[src/rtl/output_stage.sv]
// Output stage: buffers one squeezed block and streams it out as WORD_W-bit words, trimming the tail to the requested message length.
// Latency: valid_out rises the cycle after output_buffer_we; one word per cycle while ready_in is held high.
// Backpressure: valid/ready handshake; data_out, valid_out and last_out hold steady while valid_out && !ready_in.
//
// Ports:
//   clk, rst                      clock and synchronous active-high reset
//   rate_input                    squeezed block, bit 0 leaves first
//   operation_mode_in             0 = SHAKE128 (21 words), else SHAKE256 (17 words)
//   output_size_in                message length in bits, sampled on a message's first block
//   output_buffer_we              block write strobe
//   last_output_block_wr          written block is the last of the message
//   output_buffer_available_clr   producer claims the buffer
//   output_buffer_available       buffer empty and writable
//   data_out, valid_out,
//   ready_in, last_out            word stream toward the consumer
module output_stage #(
  parameter int WORD_W        = 64,
  parameter int RATE_SHAKE128 = 1344
) (
  input  logic                     clk,
  input  logic                     rst,
  input  logic [RATE_SHAKE128-1:0] rate_input,
  input  logic [1:0]               operation_mode_in,
  input  logic [31:0]              output_size_in,
  input  logic                     output_buffer_we,
  input  logic                     last_output_block_wr,
  input  logic                     output_buffer_available_clr,
  output logic                     output_buffer_available,
  output logic [WORD_W-1:0]        data_out,
  output logic                     valid_out,
  input  logic                     ready_in,
  output logic                     last_out
);

  typedef enum logic {IDLE, DRAIN} state_t;

  state_t                   state_q, state_d;
  logic [RATE_SHAKE128-1:0] shreg_q, shreg_d;
  logic [4:0]               word_cnt_q, word_cnt_d;
  logic [31:0]              remaining_q, remaining_d;
  logic                     last_blk_q, last_blk_d;
  logic                     msg_start_q, msg_start_d;
  logic                     avail_q, avail_d;

  logic                     xfer;
  logic                     set_avail;
  logic [31:0]              eff_rem;
  logic [31:0]              step;
  logic [WORD_W-1:0]        data_mask;

  assign valid_out               = (state_q == DRAIN);
  assign last_out                = valid_out && (remaining_q <= 32'(WORD_W));
  assign output_buffer_available = avail_q;
  assign xfer                    = valid_out && ready_in;

  // Bits at or beyond the remaining message length read as zero.
  always_comb begin
    data_mask = '0;
    for (int b = 0; b < WORD_W; b++) begin
      data_mask[b] = (remaining_q > $unsigned(b));
    end
  end

  assign data_out = shreg_q[WORD_W-1:0] & data_mask;
  assign step     = (remaining_q < 32'(WORD_W)) ? remaining_q : 32'(WORD_W);

  always_comb begin
    state_d     = state_q;
    shreg_d     = shreg_q;
    word_cnt_d  = word_cnt_q;
    remaining_d = remaining_q;
    last_blk_d  = last_blk_q;
    msg_start_d = msg_start_q;
    set_avail   = 1'b0;
    eff_rem     = msg_start_q ? output_size_in : remaining_q;

    case (state_q)
      IDLE: begin
        if (output_buffer_we) begin
          shreg_d     = rate_input;
          word_cnt_d  = (operation_mode_in == 2'd0) ? 5'd21 : 5'd17;
          last_blk_d  = last_output_block_wr;
          remaining_d = eff_rem;
          msg_start_d = 1'b0;
          if (eff_rem == 32'd0) begin
            // Nothing left to emit: drop the block on the spot. A dropped
            // last block still closes the message so the next one reloads.
            set_avail   = 1'b1;
            msg_start_d = last_output_block_wr;
          end else begin
            state_d = DRAIN;
          end
        end
      end
      DRAIN: begin
        // Writes arriving here are a producer error and are ignored.
        if (xfer) begin
          shreg_d     = shreg_q >> WORD_W;
          word_cnt_d  = word_cnt_q - 5'd1;
          remaining_d = remaining_q - step;
          // Block ends on the message's final word (tail words dropped) or
          // on the block's own final word, whichever comes first.
          if (last_out || (word_cnt_q == 5'd1)) begin
            state_d   = IDLE;
            set_avail = 1'b1;
            if (last_blk_q) begin
              msg_start_d = 1'b1;
            end
          end
        end
      end
      default: state_d = IDLE;
    endcase

    // Set has priority over the producer's claim.
    avail_d = avail_q;
    if (output_buffer_available_clr) avail_d = 1'b0;
    if (set_avail)                   avail_d = 1'b1;
  end

  always_ff @(posedge clk) begin
    if (rst) begin
      state_q     <= IDLE;
      shreg_q     <= '0;
      word_cnt_q  <= '0;
      remaining_q <= '0;
      last_blk_q  <= 1'b0;
      msg_start_q <= 1'b1;
      avail_q     <= 1'b1;
    end else begin
      state_q     <= state_d;
      shreg_q     <= shreg_d;
      word_cnt_q  <= word_cnt_d;
      remaining_q <= remaining_d;
      last_blk_q  <= last_blk_d;
      msg_start_q <= msg_start_d;
      avail_q     <= avail_d;
    end
  end

endmodule

[config.mk]
export PLATFORM = sky130hd
export DESIGN_NAME = output_stage
export DESIGN_NICKNAME = d
export VERILOG_FILES = /design/src/rtl/output_stage.sv
export SDC_FILE = /design/constraint.sdc
export NUM_CORES = 2
export LEC_CHECK = 0
export CAP_MARGIN = 10
export CORE_AREA = 5 5 563 565
export DETAILED_ROUTE_END_ITERATION = 8
export DIE_AREA = 0 0 568 570
export GPL_ROUTABILITY_DRIVEN = 0
export GPL_TIMING_DRIVEN = 0
export SETUP_SLACK_MARGIN = 0.2
export SYNTH_ARGS = -nofsm -noshare
export SYNTH_HDL_FRONTEND = slang
export SYNTH_SLANG_ARGS = --single-unit
[constraint.sdc]
create_clock -name clk -period 3.03 [get_ports clk]
set_input_delay 0.909 -clock clk [delete_from_list [all_inputs] [get_ports clk]]
set_output_delay 0.909 -clock clk [all_outputs]
set_load 0.05 [all_outputs]
**Word-level counts from Yosys, hierarchy flattened**

Index checks and enable logic that the tools add are counted.

- Muxes and demuxes: 28
- $add $sub $neg: 2
- Bitwise operators: 2
- Equal/unequal tests: 5
- Reductions and logical operators: 9
- Magnitude comparators: 66

Operators by type and width:

| operator | number |
|---|---|
| $mux 1344 | 2 |
| $pmux 1344 s2 | 1 |
| $gt 32x6->1 const B | 32 |
| $gt 32x5->1 const B | 16 |
| $gt 32x4->1 const B | 8 |
| $gt 32x3->1 const B | 4 |
| $mux 32 | 4 |
| $and 64x64->64 | 1 |
| $gt 32x1->1 const B | 2 |
| $gt 32x2->1 const B | 2 |
| $pmux 32 s2 | 1 |
| $le 32x7->1 const B | 1 |
| $logic_not 32->1 | 1 |
| $lt 32x7->1 const B | 1 |
| $sub 32x32->32 | 1 |
| $mux 1 | 13 |
| $mux 5 | 2 |
| $pmux 5 s2 | 1 |
| $ne 2x1->1 const B | 3 |
| $pmux 1 s2 | 3 |
| $eq 5x1->1 const B | 1 |
| $sub 5x1->5 const B | 1 |
| $reduce_and 2->1 | 2 |
| $reduce_and 4->1 | 1 |
| 7 further kinds | 8 |

- Output and inout bits: 67
- Bits of input ports: 1,384
- Register bits: 1,385

**Logic depth before layout (Yosys ltp)**

- Depth after elaboration: 7
- Mapped depth: 15

**Worst setup path after synthesis**

No wires, ideal clock.

- Kind: reg2out
- From: register remaining_q[7]
- To: output port data_out[34]
- Data arrival time: 2,533 ps
- Stages on the path, launching flop included: 10
- Data required time: 2,121 ps
- Slack: -412 ps
- Cell sequence: dfxtp_1 -> clkbuf_1 -> or2_2 -> clkbuf_1 -> nor4_2 -> nand3_1 -> buf_2 -> clkbuf_1 -> nor2_1 -> a31oi_1

- Longest elaborated chain between the ends: 2

RTL lines:

| element | RTL line | RTL |
|---|---|---|
| start, declared | 40 | `logic [31:0] remaining_q, remaining_d;` |
| start signal, assigned | 134 | `remaining_q <= remaining_d;` |
| $gt 32x6->1 | 60 | `data_mask[b] = (remaining_q > $unsigned(b));` |
| $and 64x64->64 | 64 | `assign data_out = shreg_q[WORD_W-1:0] & data_mask;` |
| end, declared | 29 | `output logic [WORD_W-1:0] data_out,` |

No other way between the ends.

**Worst setup path in the final report**

- From: register remaining_q[17]
- To: output port data_out[16]

- Longest elaborated chain between the ends: 2

RTL lines:

| element | RTL line |
|---|---|
| $gt 32x5->1 | 60 |
| $and 64x64->64 | 64 |

No other way between the ends.

==> out/qor.yml <==
timing:
  tightest_slew_ns: 1.09
  finalSetupTns_ns: -75.03
  skew_ns: 0.0947
  rsz0062_at_grt: "true"
  drv_slew: 0
  maxSlewHeadroom_pct: 27.3
  finalSetupViolCount: 79
  fin_crit_sh_pct: 141
  min_period_ns: 4.28
  timing.fmax_ghz: 0.233
  hold_violations: 0
  final.setup.worst_slack_ns: -1.25
setup_path:
  worst_path_max_delay_cell: "or4_4"
  worstSetupEndpointType: "output pin"
  arrival_ns: 3.37
  crit_required_ns: 2.12
  crit_top_cell: "buf_12"
  critical_path_class: "reg -> out"
  crit_chain: "or4_4 > buf_6 > or4b_4 > nor3_4 > buf_12 > nand2_8 > o311a_4 > buf_12"
  critPathLaunchType: "flop"
  reg2reg_slack_ns: -0.27
  max_stage_delay_ns: 0.53
  crit_path_max_fanout: 8
detailed_routing:
  drc: 0
  drtIter0Drc: 8786
  vias: 63500
  avgRoutedWirePerCell_um: 32.2
  drt.antenna.violating_nets: 0
  drtPass1Iterations: 8
  routed_wl_um: 403000
  vias_per_cell: 5.07
synth:
  yosys_warnings: 0
  synth_fa_ha_area_share_pct: 0.0710
  synth.most_common_cell: "nor2_1"
  synth_nets: 7858
  synth.area.top_cells: "dfxtp_1 (52%), o22ai_1 (15%), nor3_1 (12%)"
  synthCells: 6471
  synth_compound_area_share_pct: 18.2
  syn_avg_cell_area_um2: 8.18
  synth_top_family_by_area: "simple AND/OR/NAND/NOR gates"
  synth-main-ff-cell: "dfxtp_1"
  seq_area_frac_synth_pct: 52.4
  synth-simple-area-share_pct: 24.5
  ys_async_sr_fraction_pct: 0
  ys_types: 66
  netlist.area_leader.share_pct: 52.4
  synth.top_cells.by_count: "nor2_1 (1407), dfxtp_1 (1385), nor3_1 (1302)"
  ys_ff_latch: 1385
  synth_top_area_cell: "dfxtp_1"
  synth_edf_count: 0
  synth.mux.area_fraction_pct: 0.0804
  synth_area_um2: 52900
  synth-xor-area-share_pct: 0.182
clock_tree:
  postCtsHoldBufs: 0
  cts_root_buf: "clkbuf_16"
  cts_tree: "done"
  htree_levels: 4
  clock_sinks: 1385
  clock_latency_ns: 0.87
  ctsLongestPathBuffers: 4
  numCtsBuffers: 163
  path_clk_slew_ns: 0.06
layout:
  finalInstanceArea_um2: 81300
  drive_above_1_share_pct: 9.85
  areaGrowthSynthToFinish_pct: 53.7
  nFillCells: 33800
  final-instance-count-excl-fill: 12500
  nets: 9547
placed_design:
  port_buffers: 1449
  preCtsSetupSlack_ns: -2.99
  place_area_um2: 73400
  hpwlAfterDp_um: 334000
  dp.cells: 12100
floorplan:
  die-height_um: 570
  num_io_pins: 1451
  die_w_um: 568
  dieArea_um2: 324000
  core.rowCount: 205
  coreArea_um2: 311000
  initial_core_util_pct: 17.0
global_route:
  grt_pass1_vias: 58400
  grt_max_degree: 14
  grt_pass1_wl_um: 518000
  grt.overflow.total: 0
  antenna_found_initial: 183
  grt_use_total_pct: 23.3
pwr:
  p_leak_nw: 29.9
  cellPowerDensity_nw_per_um2: 730
  peakVddDrop_mv: 0.475
  power_w: 0.0593
worst_hold_path:
  hold_class: "reg -> reg"
run_status:
  violations: "setup timing"
  status: "complete, but fails checks"
run:
  max_cap_viol_count: 0
## logic make-up (layout without fill, tap and decap cells)
kind of cell / count (synthesis) / in the layout
multiplexers: 4 / 4
other: 1 / 99
AO/OA/AOI/OAI: 1514 / 1514
adder cells (fa/ha/maj): 3 / 3
XOR/XNOR: 11 / 11
flip-flops: 1385 / 1385
buffers and inverters: 642 / 2459
AND/OR/NAND/NOR: 2911 / 2911
## repair_timing
item                       4_1_cts  5_1_grt
setup endpoints to repair     1449      585
setup buffers                   43       15
pin swaps                       42       46
gates cloned                     2        0
resized for setup              864      127
## through the flow
stage               utilization [%]  hold WS, ns
floorplan                         -        0.433
global placement               23.5        0.439
detailed placement             23.6        0.443
CTS                            25.9        0.451
global route                   26.1        0.488
finish                         26.2        0.456
## worst max-delay path, delay by kind of cell (launching register included)
kind                   cells  cell delay (ns)
flip-flops                 1             0.35
AO/OA/AOI/OAI              1             0.42
buffers and inverters      3             0.48
AND/OR/NAND/NOR            4             1.34
## path summary, 6_finish.rpt
kind,start,endpoint,cells after the start
setup / recovery,remaining_q[17],data_out[16],8
hold / removal,last_blk_q,last_blk_q,2
setup reg to reg,remaining_q[17],remaining_q[14],15
hold reg to reg,last_blk_q,last_blk_q,2
## routing by layer
layer / up-vias / GRT usage, % / wire length [um] / part of all wire, %
li1: 27200 / - / - / -
met1: 30200 / 26.9 / 143000 / 35
met2: 4949 / 37.0 / 180000 / 45
met3: 1144 / 7.03 / 46600 / 12
met4: 62 / 15.9 / 33100 / 8.2
met5: - / 0 / 421 / 0.10
## area by class of cell
type / count / area [um2] / share of cell area (%)
Clock buffer: 242 / 4810 / 5.92
Buffer: 633 / 2940 / 3.61
Inverter: 8 / 30.0 / 0.0369
Sequential cell: 1385 / 27700 / 34.1
Tap cell: 4140 / 5180 / 6.37
Antenna cell: 98 / 245 / 0.302
Multi-Input combinational cell: 4444 / 24000 / 29.5
Clock inverter: 51 / 718 / 0.883
Timing Repair Buffer: 1525 / 15600 / 19.2
## cell usage in the layout, fill, tap and decap left out, types with 9 or more instances in the layout
cell / instances
clkbuf_16: 171
nor4_1: 15
a31oi_1: 9
and3_1: 12
diode_2: 98
nand2_4: 9
nand3_1: 21
o22ai_2: 35
clkdlybuf4s50_1: 1381
buf_1: 28
clkbuf_2: 156
buf_4: 30
buf_12: 19
clkbuf_8: 40
o22ai_1: 1246
clkinv_2: 20
o311a_4: 9
dfxtp_1: 1379
buf_8: 32
a22oi_1: 74
clkbuf_4: 43
bufinv_16: 14
nor3_1: 1298
nand4_1: 10
nand2_1: 47
buf_6: 65
nor2_1: 1395
o21a_4: 9
a21oi_1: 36
o21ai_0: 14
nor2_4: 9
clkbuf_1: 418
buf_2: 12
and2_4: 18
## power breakdown
| group | switching (W) | internal (W) |
|---|---|---|
| registers | 0.00256 | 0.0206 |
| logic | 0.00931 | 0.00598 |
| clock network | 0.00862 | 0.0122 |
| total | 0.0205 | 0.0388 |
## state kept, by name, indices dropped and copies added (netlist names)
register / count
word_cnt_q: 5
last_blk_q: 1
remaining_q: 32
valid_out: 1
msg_start_q: 1
shreg_q: 1344
output_buffer_available: 1
Note: power is estimated with default switching activity, not from simulation.
